===== config.mk =====
export PLATFORM = sky130hd
export DESIGN_NAME = i2s_tdm_io_flat
export DESIGN_NICKNAME = d
export VERILOG_FILES = /design/src/rtl/i2s_tdm_io_if.sv /design/src/rtl/i2s_tdm_io.sv /design/src/flat_wrapper.sv
export SDC_FILE = /design/constraint.sdc
export NUM_CORES = 1
export LEC_CHECK = 0
export ABC_AREA = 1
export ABC_CLOCK_PERIOD_IN_PS = 5100
export BUFFER_PORTS_ARGS = -buffer_cell sky130_fd_sc_hd__buf_2
export CAP_MARGIN = 20
export CORE_ASPECT_RATIO = 1.5
export CORE_MARGIN = 4
export CORE_UTILIZATION = 45
export CTS_BUF_LIST = sky130_fd_sc_hd__clkbuf_4 sky130_fd_sc_hd__clkbuf_8 sky130_fd_sc_hd__clkbuf_16
export CTS_CLUSTER_SIZE = 24
export DETAILED_ROUTE_END_ITERATION = 6
export PLACE_DENSITY = 0.66
export SLEW_MARGIN = 20
export SYNTH_ARGS = -nofsm -noshare
export SYNTH_HDL_FRONTEND = slang
export SYNTH_SLANG_ARGS = --single-unit

===== constraint.sdc =====
create_clock -name clk -period 5.1 [get_ports clk]
set_clock_uncertainty 0.05 [all_clocks]
set_input_delay 0.51 -clock clk [delete_from_list [all_inputs] [get_ports clk]]
set_output_delay 0.51 -clock clk [all_outputs]
set_load 0.005 [all_outputs]

===== src/rtl/i2s_tdm_io_if.sv =====
// i2s_tdm_io_if -- bundle of the audio sample bus and codec pad signals
// around the TDM transceiver.
//   audio_tx  CHANNELS*BITS  TX samples, channel c at [c*BITS +: BITS]
//   audio_rx  CHANNELS*BITS  RX samples, same packing, updated once per frame
//   frame     1              one-clk frame boundary strobe
//   sclk      1              bit clock to codec
//   lrclk     1              frame sync, one SCLK period wide
//   dout      1              serial data to codec
//   din       1              serial data from codec
// Modports: master = transceiver side, slave = sample source / codec side.
`timescale 1ns/1ps

interface i2s_tdm_io_if #(
  parameter int CHANNELS = 2,
  parameter int BITS     = 24
);
  logic [CHANNELS*BITS-1:0] audio_tx;
  logic [CHANNELS*BITS-1:0] audio_rx;
  logic                     frame;
  logic                     sclk;
  logic                     lrclk;
  logic                     dout;
  logic                     din;

  modport master (
    input  audio_tx, din,
    output audio_rx, frame, sclk, lrclk, dout
  );

  modport slave (
    output audio_tx, din,
    input  audio_rx, frame, sclk, lrclk, dout
  );
endinterface


===== src/rtl/i2s_tdm_io.sv =====
// i2s_tdm_io -- PCM Format A (DSP mode) TDM master transceiver.
// Divides clk down to SCLK, emits a one-bit-wide LRCLK sync in the last bit
// period of each frame, serialises CHANNELS TX samples MSB first (each in a
// SLOT_BITS slot, zero padded) and deserialises the matching RX slots.
// Ports:
//   clk    system clock
//   rst_n  asynchronous reset, active low
//   bus    i2s_tdm_io_if.master (audio_tx/audio_rx/frame/sclk/lrclk/dout/din)
// Build option: define I2S_TDM_LOOPBACK_EN to feed the RX path from the
// internal dout instead of the din pin.
`timescale 1ns/1ps

module i2s_tdm_io #(
  parameter int BITS      = 24,
  parameter int SLOT_BITS = 32,
  parameter int CHANNELS  = 2,
  parameter int SCLK_DIV  = 4
) (
  input  logic          clk,
  input  logic          rst_n,
  i2s_tdm_io_if.master  bus
);

  localparam int FRAME_BITS = CHANNELS * SLOT_BITS;
  localparam int SW         = CHANNELS * BITS;
  localparam int CW         = (FRAME_BITS > 1) ? $clog2(FRAME_BITS) : 1;
  localparam int DW         = (SCLK_DIV > 1) ? $clog2(SCLK_DIV) : 1;

  localparam logic [CW-1:0] BIT_LAST = CW'(FRAME_BITS - 1);
  localparam logic [CW-1:0] BIT_RST  = CW'(FRAME_BITS - 2);
  localparam logic [DW-1:0] DIV_LAST = DW'(SCLK_DIV - 1);

  if (BITS < 1 || BITS > SLOT_BITS || CHANNELS < 1 || CHANNELS > 8 || SCLK_DIV < 1)
  begin : g_param_err
    $error("i2s_tdm_io: illegal BITS/SLOT_BITS/CHANNELS/SCLK_DIV combination");
  end

  logic [DW-1:0] div_q, div_d;
  logic          sclk_q, sclk_d;
  logic [CW-1:0] bit_q, bit_d, bit_nxt;
  logic          lrclk_q, lrclk_d;
  logic          dout_q, dout_d;
  logic          frame_q, frame_d;
  logic [SW-1:0] tx_q, tx_d;       // TX shadow, latched at frame boundary
  logic [SW-1:0] rx_q, rx_d;       // RX shift registers, one BITS field per slot
  logic [SW-1:0] arx_q, arx_d;     // audio_rx holding register

  logic          div_wrap, rise, fall, boundary, rx_bit;
  int            cur_slot, cur_k;

  // Serial bit for every frame position, flattened so the fall event can pick
  // the next bit with a single index. Padding positions are tied to zero.
  logic [FRAME_BITS-1:0] tx_frame;

  for (genvar c = 0; c < CHANNELS; c++) begin : g_slot
    for (genvar k = 0; k < SLOT_BITS; k++) begin : g_bit
      if (k < BITS) begin : g_data
        assign tx_frame[c*SLOT_BITS + k] = tx_q[c*BITS + BITS - 1 - k];
      end else begin : g_pad
        assign tx_frame[c*SLOT_BITS + k] = 1'b0;
      end
    end
  end

`ifdef I2S_TDM_LOOPBACK_EN
  assign rx_bit = dout_q;
`else
  assign rx_bit = bus.din;
`endif

  always_comb begin
    // NOTE: every variable gets a default before any condition, so no path
    // leaves a value unassigned and no latch is inferred.
    div_wrap = (div_q == DIV_LAST);
    rise     = div_wrap & ~sclk_q;
    fall     = div_wrap &  sclk_q;
    bit_nxt  = (bit_q == BIT_LAST) ? '0 : bit_q + 1'b1;
    boundary = fall && (bit_nxt == '0);
    cur_slot = int'(bit_q) / SLOT_BITS;
    cur_k    = int'(bit_q) % SLOT_BITS;

    div_d    = div_wrap ? '0 : div_q + 1'b1;
    sclk_d   = sclk_q ^ div_wrap;
    bit_d    = bit_q;
    lrclk_d  = lrclk_q;
    dout_d   = dout_q;
    tx_d     = tx_q;
    rx_d     = rx_q;
    arx_d    = arx_q;
    frame_d  = boundary;

    // Rise event: capture into the slot currently on the wire, data bits only.
    for (int c = 0; c < CHANNELS; c++) begin
      if (rise && cur_slot == c && cur_k < BITS)
        rx_d[c*BITS +: BITS] = BITS'({rx_q[c*BITS +: BITS], rx_bit});
    end

    // Fall event: move to the next bit; sync marks the last bit of the frame.
    if (fall) begin
      bit_d   = bit_nxt;
      lrclk_d = (bit_nxt == BIT_LAST);
      dout_d  = tx_frame[bit_nxt];
    end

    // Frame boundary: the shadow is still the old frame, so the first bit
    // comes straight from the new audio_tx.
    if (boundary) begin
      tx_d   = bus.audio_tx;
      dout_d = bus.audio_tx[BITS-1];
      arx_d  = rx_q;
    end
  end

  // NOTE: sequential state uses non-blocking assignments only, so every
  // register samples the pre-edge value of every other register.
  always_ff @(posedge clk or negedge rst_n) begin
    if (!rst_n) begin
      div_q   <= '0;
      sclk_q  <= 1'b0;
      bit_q   <= BIT_RST;
      lrclk_q <= 1'b0;
      dout_q  <= 1'b0;
      frame_q <= 1'b0;
      tx_q    <= '0;
      rx_q    <= '0;
      arx_q   <= '0;
    end else begin
      div_q   <= div_d;
      sclk_q  <= sclk_d;
      bit_q   <= bit_d;
      lrclk_q <= lrclk_d;
      dout_q  <= dout_d;
      frame_q <= frame_d;
      tx_q    <= tx_d;
      rx_q    <= rx_d;
      arx_q   <= arx_d;
    end
  end

  assign bus.sclk     = sclk_q;
  assign bus.lrclk    = lrclk_q;
  assign bus.dout     = dout_q;
  assign bus.frame    = frame_q;
  assign bus.audio_rx = arx_q;

endmodule


===== src/flat_wrapper.sv =====
// flat-port wrapper written by rule: the top's interface ports become plain ports
module i2s_tdm_io_flat 
#(
  parameter int BITS      = 24,
  parameter int SLOT_BITS = 32,
  parameter int CHANNELS  = 2,
  parameter int SCLK_DIV  = 4
)
  (clk, rst_n, bus_audio_tx, bus_din, bus_audio_rx, bus_frame, bus_sclk, bus_lrclk, bus_dout);
  i2s_tdm_io_if #(.CHANNELS(CHANNELS), .BITS(BITS)) bus_i ();
  input  logic clk;
  input  logic rst_n;
  input wire logic [$bits(bus_i.audio_tx)-1:0] bus_audio_tx;
  input wire logic [$bits(bus_i.din)-1:0] bus_din;
  output wire logic [$bits(bus_i.audio_rx)-1:0] bus_audio_rx;
  output wire logic [$bits(bus_i.frame)-1:0] bus_frame;
  output wire logic [$bits(bus_i.sclk)-1:0] bus_sclk;
  output wire logic [$bits(bus_i.lrclk)-1:0] bus_lrclk;
  output wire logic [$bits(bus_i.dout)-1:0] bus_dout;
  assign bus_i.audio_tx = bus_audio_tx;
  assign bus_i.din = bus_din;
  assign bus_audio_rx = bus_i.audio_rx;
  assign bus_frame = bus_i.frame;
  assign bus_sclk = bus_i.sclk;
  assign bus_lrclk = bus_i.lrclk;
  assign bus_dout = bus_i.dout;
  i2s_tdm_io #(.BITS(BITS), .SLOT_BITS(SLOT_BITS), .CHANNELS(CHANNELS), .SCLK_DIV(SCLK_DIV)) u_core (.clk(clk), .rst_n(rst_n), .bus(bus_i));
endmodule

==> results.toml, run 1 <==
[route]
postRouteAntennaNets = 0
viasPerCell = 4.690
wl_per_cell_um = 13.35
first_pass_iters = 4
vias = 4835
drc = 0
routed_wirelength_um = 13770
drt_iter0_drc = 246

[setup_path]
crit_arrival_ns = 3.57
crit_required_ns = 5.35
critPathMaxFanout = 63
critical_path_class = "flop to flop"
endpoint_kind = "flop"
critPathLaunchType = "flop"

[place]
place_inst = 999
port_buffers = 102
dp_hpwl_um = 9084
place_congestion = 0.9036
preCtsSetupSlack_ns = 1.769

[pwr]
p_comb_frac = 0.019
p_sw_frac = 0.2101
pwr-share-clk = 0.494
max-vdd-ir-drop_uv = 223.9
power_density_nw_per_um2 = 330.4
p_seq_frac = 0.487
p_leak_uw = 0.003828
p_int_uw = 2012
switching_power_uw = 535.1

[finish]
syn2layout_area_growth_pct = 17.64
nFillCells = 1337
multi_input_area_um2 = 2135
num_antenna_cells = 0
layout.area.seq_um2 = 3910
final_core_util = 0.5458
finalNetCount = 883
drive_gt1_frac = 0.1883
fin_cells = 1031

[synthesis]
yosys-top-cells-area = "dfrtp_1 58%, nand2_1 16%, o21ai_0 7.9%"
ys_async_sr_fraction = 1.000
synth.avg_cell_area_um2 = 8.891
syn-cell-area_um2 = 6553
synth-edff-count = 0
synth_top_area_share = 0.5767
ys_top_cells_by_count = "276 x nand2_1, 151 x dfrtp_1, 104 x o21ai_0"
ys.flop_type = "dfrtp_1"
yosys_warnings = 0
ys_types = 31
netlist_instances = 737
yosysMostFrequentCell = "nand2_1"
syn-num-nets = 794
synth_area_leader_cell = "dfrtp_1"
ys_seq_area_frac = 0.5967
yosys_register_bits = 156

[timing]
setup-tns-final_ns = 0
max_freq_mhz = 301.4
rsz0062_at_grt = "false"
finalMaxSlewViolations = 0
setup_violations = 0
final.setup.worst_slack_ns = 1.782
hold_violations = 0
worst_pin_slew_ns = 0.9418
min_period_ns = 3.318
post-route-period-util = 0.6505
relSlewSlack = 0.3712

[grt]
grt_pass1_vias = 4885
grt_max_degree = 115
antenna_found_initial = 0
overflow = 0
grt_usage = 0.1785
grt_pass1_wl_um = 23720

[clock_network]
htree_levels = 4
clock_latency_ns = 0.42
hold_buffers = 0
cts_sinks = 156
clk_path_buf_depth = 2
cts_root_buf = "clkbuf_16"
cts_tree = "done"
post_cts_buffers = 0
clk_pin_slew_worst_paths_ns = 0.06
cts_buffers = 17
cts_resized = 0

[floorplan]
die_w_um = 106.5
core_um2 = 14120
rows = 53
ios = 103
initial_core_util = 0.4639
dieArea_um2 = 16600
fp.dieH_um = 155.8

[run]
maxCapViolCount = 0

[min_path]
holdCritPathClass = "input port to async pin"

[outcome]
outcome = "complete, no violations"
==> placed cells by master (no fill, tap or decap), drive strengths merged <==
master	count
nand2	278
dfrtp	151
o21ai	117
buf	105
inv	76
nand3	49
clkbuf	21
nor2	9
ha	6
dfstp	5
clkinv	5
a21oi	4
clkinvlp	3
xor2	2
o211ai	2
bufinv	2
nor3b	1
nand3b	1
o21bai	1
o31ai	1
==> worst paths after layout <==
check | start | endpoint | slack, ns | cells after the start
worst max-delay path | u_core.bit_q[1] | u_core.bus.dout | 1.78 | 8
worst min register to register | u_core.div_q[0] | u_core.div_q[0] | 0.38 | 1
min in group clk | bus_audio_tx[34] | u_core.tx_q[34] | 0.23 | 3
max in group asynchronous | rst_n | u_core.bit_q[1] | 3.71 | 2
worst max register to register | u_core.bit_q[1] | u_core.bus.dout | 1.78 | 8
worst min-delay path | rst_n | u_core.bus.frame | 0.16 | 1
==> registers in the layout, indices dropped and copies added (netlist names) <==
| name | cells |
|---|---|
| u_core.bus.lrclk | 1 |
| u_core.bus.audio_rx | 48 |
| u_core.bus.frame | 1 |
| u_core.tx_q | 48 |
| u_core.bus.sclk | 1 |
| u_core.div_q | 2 |
| u_core.rx_q | 48 |
| u_core.bus.dout | 1 |
| u_core.bit_q | 6 |
==> cell type report <==
type / count / share of cell area
sequential: 156 / 0.5072
timing repair buffer: 106 / 0.07125
multi-input combinational: 471 / 0.2769
clock inverter: 12 / 0.01769
clock buffer: 20 / 0.05973
tap: 192 / 0.03116
inverter: 74 / 0.03603
==> worst max-delay path: stages, from the launching register on <==
cell and delay [ns]:
dfstp_2 0.57, ha_1 0.22, xor2_1 0.24, nor3b_1 0.39, nand3_4 0.52, inv_2 0.92, a21oi_1 0.09, nand3_1 0.11
a21oi_1 0.06
==> metrics by stage <==
stage | hold slack [ns] | total power, uW | cell area [um2]
floorplan | 0.1644 | 1267 | 6553
global route | 0.2249 | 2646 | 7709
detailed placement | 0.3735 | 1314 | 7109
global placement | 0.3653 | 1315 | 7109
CTS | 0.2173 | 2581 | 7706
finish | 0.1613 | 2547 | 7709
==> routing by layer <==
metal,track usage,vias to the layer above,part of all wire
met2,0.2940,105,0.50
met3,0.04762,25,0.051
li1,-,2491,-
met1,0.2264,2214,0.42
met4,0.06764,0,0.020
met5,0,-,0
==> power groups by stage <==
stage               Clock, uW  Sequential [uW]  Combinational [uW]
finish                   1260             1240                48.0
global route             1350             1240                56.1
CTS                      1290             1240                50.6
detailed placement          0             1260                50.3
global placement            0             1260                51.1
floorplan                   0             1260                3.24
==> cell families after synthesis <==
family          share of synthesized area
simple gates                       0.2118
flops                              0.5967
compound gates                    0.09987
buf+inv                           0.07752
fa+ha+maj                         0.01146
xor+xnor                         0.002674
Power figures use the tool's default switching activity.
==> inputs of run 2 (changes only) <==
--- a/config.mk
+++ b/config.mk
@@ -5,8 +5,8 @@
 export SDC_FILE = /design/constraint.sdc
 export NUM_CORES = 1
 export LEC_CHECK = 0
-export ABC_AREA = 1
-export ABC_CLOCK_PERIOD_IN_PS = 5100
+export ABC_AREA = 0
+export ABC_CLOCK_PERIOD_IN_PS = 3200
 export BUFFER_PORTS_ARGS = -buffer_cell sky130_fd_sc_hd__buf_2
 export CAP_MARGIN = 20
 export CORE_ASPECT_RATIO = 1.5
==> constraint.sdc (replaced) <==
create_clock -name clk -period 3.2 [get_ports clk]
set_clock_uncertainty 0.05 [all_clocks]
set_input_delay 0.32 -clock clk [delete_from_list [all_inputs] [get_ports clk]]
set_output_delay 0.32 -clock clk [all_outputs]
set_load 0.005 [all_outputs]
==> run 2 against run 1 <==
  * Worst hold slack got worse by 0.077 ns
  * Critical path depth decreased by 1
  * Count of clock-buffer cells in the layout increased by 4
  * First-iteration DRC count decreased by 49%
  * Largest cell class unchanged
  * Die area increased by 2.9%
  * Sequential power increased by 64%
  * Via count decreased by 16%
==> results.toml, run 2 <==
[outcome]
outcome = "complete, no violations"

[floorplan]
rows = 54
fp.dieH_um = 158.1
dieArea_um2 = 17080
core_um2 = 14660
initial_core_util = 0.4608
ios = 103
die_w_um = 108.0

[setup_path]
crit_buf_inv = 0
crit_required_ns = 3.44
path_cells = "ha_1, and3_1, a31oi_4, mux4_2, or3b_1, a32oi_1, o31ai_1"
critical-path-max-stage-delay_ns = 0.55
critical_path_class = "flop to flop"
crit_arrival_ns = 2.92
critPathLaunchType = "flop"
critPathSlowestCell = "mux4_2"
crit_family = "compound AO/OA/AOI/OAI gates"
critPathMaxFanout = 7
endpoint_kind = "flop"

[route]
routed_wirelength_um = 13500
vias = 4062
drt_iter0_drc = 126
first_pass_iters = 4
postRouteAntennaNets = 0
viasPerCell = 5.221
wl_per_cell_um = 17.35
drc = 0

[grt]
overflow = 0
grt_max_degree = 75
grt_pass1_wl_um = 22690
antenna_found_initial = 0
grt_usage = 0.1720
grt_pass1_vias = 4534

[timing]
setup_violations = 0
setup-tns-final_ns = 0
post-route-period-util = 0.8369
max_freq_mhz = 373.4
finalMaxSlewViolations = 0
rsz0062_at_grt = "false"
hold_violations = 0
min_period_ns = 2.678
relSlewSlack = 0.5366
worst_pin_slew_ns = 0.6951

[synthesis]
synth-edff-count = 0
ys_types = 36
netlist_instances = 467
synth_top_family_by_area = "multiplexers"
synth_fa_ha_area_frac = 0.01111
synth_compound_area_frac = 0.03500
ys_top_cells_by_count = "151 x dfrtp_1, 147 x mux2_2, 18 x buf_2"
yosysMostFrequentCell = "dfrtp_1"
synth_top_area_share = 0.5593
synth_mux_area_frac = 0.2991
yosys_register_bits = 156
yosys_warnings = 0
syn-num-nets = 524
yosys-top-cells-area = "dfrtp_1 56%, mux2_2 25%, mux4_2 3.3%"
synth.avg_cell_area_um2 = 14.47
synth-simple-area-share = 0.04222
synthXorXnorAreaFrac = 0.008889
syn-cell-area_um2 = 6756
synth_area_leader_cell = "dfrtp_1"
ys_seq_area_frac = 0.5787
ys_async_sr_fraction = 1.000
ys.flop_type = "dfrtp_1"

[pwr]
power.total_uw = 4260
p_sw_frac = 0.2000
switching_power_uw = 852.0
power_density_nw_per_um2 = 523.7
p_leak_uw = 0.004000
p_int_uw = 3408
pwr-share-clk = 0.492
p_comb_frac = 0.031
p_seq_frac = 0.478
max-vdd-ir-drop_uv = 274.0

[finish]
final_cell_mix = "151 x dfrtp_1, 147 x mux2_2, 101 x buf_2, 17 x clkbuf_16, 15 x nand2_1"
drive_gt1_frac = 0.5344
stdcell_area_um2 = 8134
final_core_util = 0.5548
syn2layout_area_growth_pct = 20.39
num_antenna_cells = 0
finalNetCount = 626
layout_commonest_cell = "dfrtp_1"

[run]
maxCapViolCount = 0

[clock_network]
clock_latency_ns = 0.41
cts_tree = "done"
post_cts_buffers = 0
cts_buffers = 17
clk_path_buf_depth = 2
htree_levels = 4
cts_root_buf = "clkbuf_16"
clk_pin_slew_worst_paths_ns = 0.06
cts_resized = 0
cts_sinks = 156
hold_buffers = 1

[place]
dp_hpwl_um = 9442
port_buffers = 102
place_congestion = 0.8455
place_area_um2 = 7493

[min_path]
holdCritPathClass = "input port to flop"
## run 2: worst paths after layout
| path | end | startpoint | cells past startpoint | slack [ns] |
|---|---|---|---|---|
| max reg2reg | u_core.bus.dout | u_core.bit_q[0] | 7 | 0.52 |
| min reg2reg | u_core.div_q[0] | u_core.div_q[0] | 1 | 0.38 |
| min | u_core.tx_q[1] | bus_audio_tx[1] | 2 | 0.08 |
| max | u_core.bus.dout | u_core.bit_q[0] | 7 | 0.52 |
| max in group asynchronous | u_core.bit_q[3] | rst_n | 3 | 1.83 |
| min in group asynchronous | u_core.tx_q[15] | rst_n | 2 | 0.45 |
## run 2: per-stage QoR
step | setup WS, ns | hold slack (ns) | std cells
final | 0.5218 | 0.08423 | 778
after floorplan | 0.2810 | -0.02559 | 467
after detailed placement | 0.5218 | 0.3472 | 745
after global placement | 0.5907 | 0.3377 | 745
after CTS | 0.5060 | 0.05954 | 778
after global routing | 0.3840 | 0.06592 | 778
## run 2: layout make-up
class / instances / area, um2
Clock buffer: 24 / 496.7
Clock inverter: 8 / 132.6
Fill cell: 1259 / 6528
Inverter: 6 / 22.52
Multi-Input combinational cell: 275 / 2688
Sequential cell: 156 / 3910
Tap cell: 196 / 245.2
Timing Repair Buffer: 113 / 639.4
## run 2: cells by family (layout without fill, tap and decap cells)
logic type               Yosys count  after routing
AO/OA/AOI/OAI                     33             33
XOR/XNOR                           6              6
flip-flops                       156            156
adder cells (fa/ha/maj)            6              6
AND/OR/NAND/NOR                   59             59
multiplexers                     171            171
buffers and inverters             36            151
## run 2: power by group through the flow
stage	combinational (uW)	clock (uW)	sequential (uW)
floorplan	51.6	0	2060
global placement	130	0	2070
detailed placement	136	0	2070
CTS	138	2160	2030
global route	151	2250	2040
finish	132	2090	2030
## run 2: worst register-to-register path, stage by stage, from the launching register on
cell	delay, ns
dfrtp_1	0.43
ha_1	0.24
and3_1	0.22
a31oi_4	0.41
mux4_2	0.55
or3b_1	0.36
a32oi_1	0.21
o31ai_1	0.10
## run 2: layer usage
| metal | GRT usage | routed length (um) | up-vias |
|---|---|---|---|
| met3 | 0.05182 | 729 | 19 |
| met5 | 0 | 0 | - |
| met1 | 0.1974 | 5278 | 2051 |
| met2 | 0.2960 | 7206 | 110 |
| met4 | 0.07581 | 284 | 0 |
| li1 | - | - | 1882 |
==> inputs of run 3 (changes only) <==
--- a/config.mk
+++ b/config.mk
@@ -6,7 +6,7 @@
 export NUM_CORES = 1
 export LEC_CHECK = 0
 export ABC_AREA = 0
-export ABC_CLOCK_PERIOD_IN_PS = 3200
+export ABC_CLOCK_PERIOD_IN_PS = 2100
 export BUFFER_PORTS_ARGS = -buffer_cell sky130_fd_sc_hd__buf_2
 export CAP_MARGIN = 20
 export CORE_ASPECT_RATIO = 1.5
@@ -15,7 +15,7 @@
 export CTS_BUF_LIST = sky130_fd_sc_hd__clkbuf_4 sky130_fd_sc_hd__clkbuf_8 sky130_fd_sc_hd__clkbuf_16
 export CTS_CLUSTER_SIZE = 24
 export DETAILED_ROUTE_END_ITERATION = 6
-export PLACE_DENSITY = 0.66
+export PLACE_DENSITY = 0.68
 export SLEW_MARGIN = 20
 export SYNTH_ARGS = -nofsm -noshare
 export SYNTH_HDL_FRONTEND = slang
==> constraint.sdc (replaced) <==
create_clock -name clk -period 2.1 [get_ports clk]
set_clock_uncertainty 0.05 [all_clocks]
set_input_delay 0.21 -clock clk [delete_from_list [all_inputs] [get_ports clk]]
set_output_delay 0.21 -clock clk [all_outputs]
set_load 0.005 [all_outputs]
==> run 3 against run 2 <==
  * The run now ends with negative setup slack left
  * Sequential share of layout area fell by 6.2 points
  * Worst setup slack got worse by 0.78 ns
  * Die area did not move
  * Via count rose by 11%
  * Worst hold slack improved by 0.18 ns
  * Critical endpoint unchanged
==> results.toml, run 3 (synthesized netlist as in run 2, its figures left out) <==
[route]
drt_iter0_drc = 134
routed_wirelength_um = 15800
wl_per_cell_um = 18.12
drc = 0
postRouteAntennaNets = 0
viasPerCell = 5.181
vias = 4518
first_pass_iters = 4

[finish]
num_antenna_cells = 0
layout_commonest_cell = "dfrtp_1"
final_cell_mix = "151 x dfrtp_1, 147 x mux2_2, 101 x buf_2, 50 x dlygate4sd3_1, 30 x buf_4"
drive_gt1_frac = 0.5370
finalNetCount = 720
syn2layout_area_growth_pct = 38.35
fin_cells = 872

[floorplan]
initial_core_util = 0.4608
fp.dieH_um = 158.1
core_um2 = 14660
dieArea_um2 = 17080
ios = 103
rows = 54
die_w_um = 108.0

[pwr]
p_seq_frac = 0.460
power_density_nw_per_um2 = 720.7
pwr-share-clk = 0.498
max-vdd-ir-drop_uv = 503.9
p_comb_frac = 0.042
switching_power_uw = 1394
p_int_uw = 5343
p_sw_frac = 0.2069
p_leak_uw = 0.004589

[grt]
grt_usage = 0.1937
antenna_found_initial = 0
overflow = 0
grt_max_degree = 57
grt_pass1_vias = 5060
grt_pass1_wl_um = 25410

[outcome]
outcome = "finished, violations left"
violations = "negative setup slack"

[timing]
min_period_ns = 2.361
worst_pin_slew_ns = 0.5497
hold_violations = 0
setup-tns-final_ns = -16.07
final.setup.worst_slack_ns = -0.2607
post-route-period-util = 1.124
max_freq_mhz = 423.6
finalMaxSlewViolations = 0
relSlewSlack = 0.6336
rsz0062_at_grt = "true"
whs_ns = 0.2641
setup_violations = 97

[setup_path]
critPathMaxFanout = 4
endpoint_kind = "flop"
critPathLaunchType = "flop"
critical_path_class = "flop to flop"
crit_arrival_ns = 2.61
crit_required_ns = 2.35
r2r_slack_ns = -0.26

[clock_network]
cts_root_buf = "clkbuf_16"
htree_levels = 4
clk_pin_slew_worst_paths_ns = 0.06
cts_buffers = 17
clock_latency_ns = 0.43
clk_path_buf_depth = 2
cts_tree = "done"
cts_sinks = 156

[min_path]
holdCritPathClass = "input port to async pin"

[place]
port_buffers = 102
dp_hpwl_um = 9821
place_congestion = 0.9146
place_inst = 774

[run]
maxCapViolCount = 0
[run 3: cell count changes in the layout (fill, tap and decap cells not counted), moves of 3 or more]
cell	delta
clkbuf_16	+3
buf_6	+3
buf_12	+11
buf_4	+23
clkbuf_4	-3
dlygate4sd3_1	+49
[run 3: critical path: stages, from the launching register on]
cell     delay, ns
dfrtp_1       0.42
ha_4          0.19
and3_4        0.16
a31oi_4       0.24
mux4_2        0.52
or3b_1        0.35
a32oi_1       0.22
o31ai_1       0.08
[run 3: final cells by class]
class / count / area (um2)
clock buffers: 21 / 474.2
clock inverters: 11 / 180.2
fillers: 1107 / 5314
inverters: 6 / 22.52
multi-input cells: 275 / 2749
flip-flops and latches: 156 / 3910
well taps: 196 / 245.2
repair buffers: 207 / 1767
[run 3: path summary, 6_finish.rpt]
kind | from | to | cells after the start
max | u_core.bit_q[0] | u_core.bus.dout | 7
min | rst_n | u_core.tx_q[12] | 2
max reg2reg | u_core.bit_q[0] | u_core.bus.dout | 7
min reg2reg | u_core.div_q[0] | u_core.div_q[0] | 1
max in group asynchronous | rst_n | u_core.rx_q[25] | 3
min in group clk | u_core.div_q[0] | u_core.div_q[0] | 1
[run 3: power by group through the flow]
stage	clock [uW]	sequential [uW]	combinational [uW]
final	3360	3100	281
after global routing	3570	3100	312
after CTS	3440	3100	284
after detailed placement	0	3150	209
after global placement	0	3150	201
after floorplan	0	3140	78.6
[run 3: stage by stage]
step | power (uW) | setup WS, ns | util | area, um2
global route | 6983 | -0.3392 | 0.6376 | 9348
detailed placement | 3362 | -0.2640 | 0.5324 | 7806
global placement | 3351 | -0.2244 | 0.5324 | 7806
floorplan | 3217 | -0.4442 | - | 6855
CTS | 6825 | -0.2233 | 0.6313 | 9256
finish | 6737 | -0.2607 | 0.6376 | 9348
[run 3: timing repair]
action	4_1_cts	5_1_grt
endpoints found under the setup margin	98	98
hold buffers	50	0
setup buffers	8	2
hold endpoints to repair	99	0
gates resized for setup	10	7
cloned	4	3
pin swaps	5	5
[run 3: metal layers]
| metal | up-vias | global-route usage | share of wire |
|---|---|---|---|
| met5 | - | 0 | 0 |
| met4 | 0 | 0.09025 | 0.026 |
| met3 | 28 | 0.05141 | 0.046 |
| met2 | 117 | 0.3491 | 0.55 |
| met1 | 2296 | 0.2104 | 0.38 |
| li1 | 2077 | - | - |
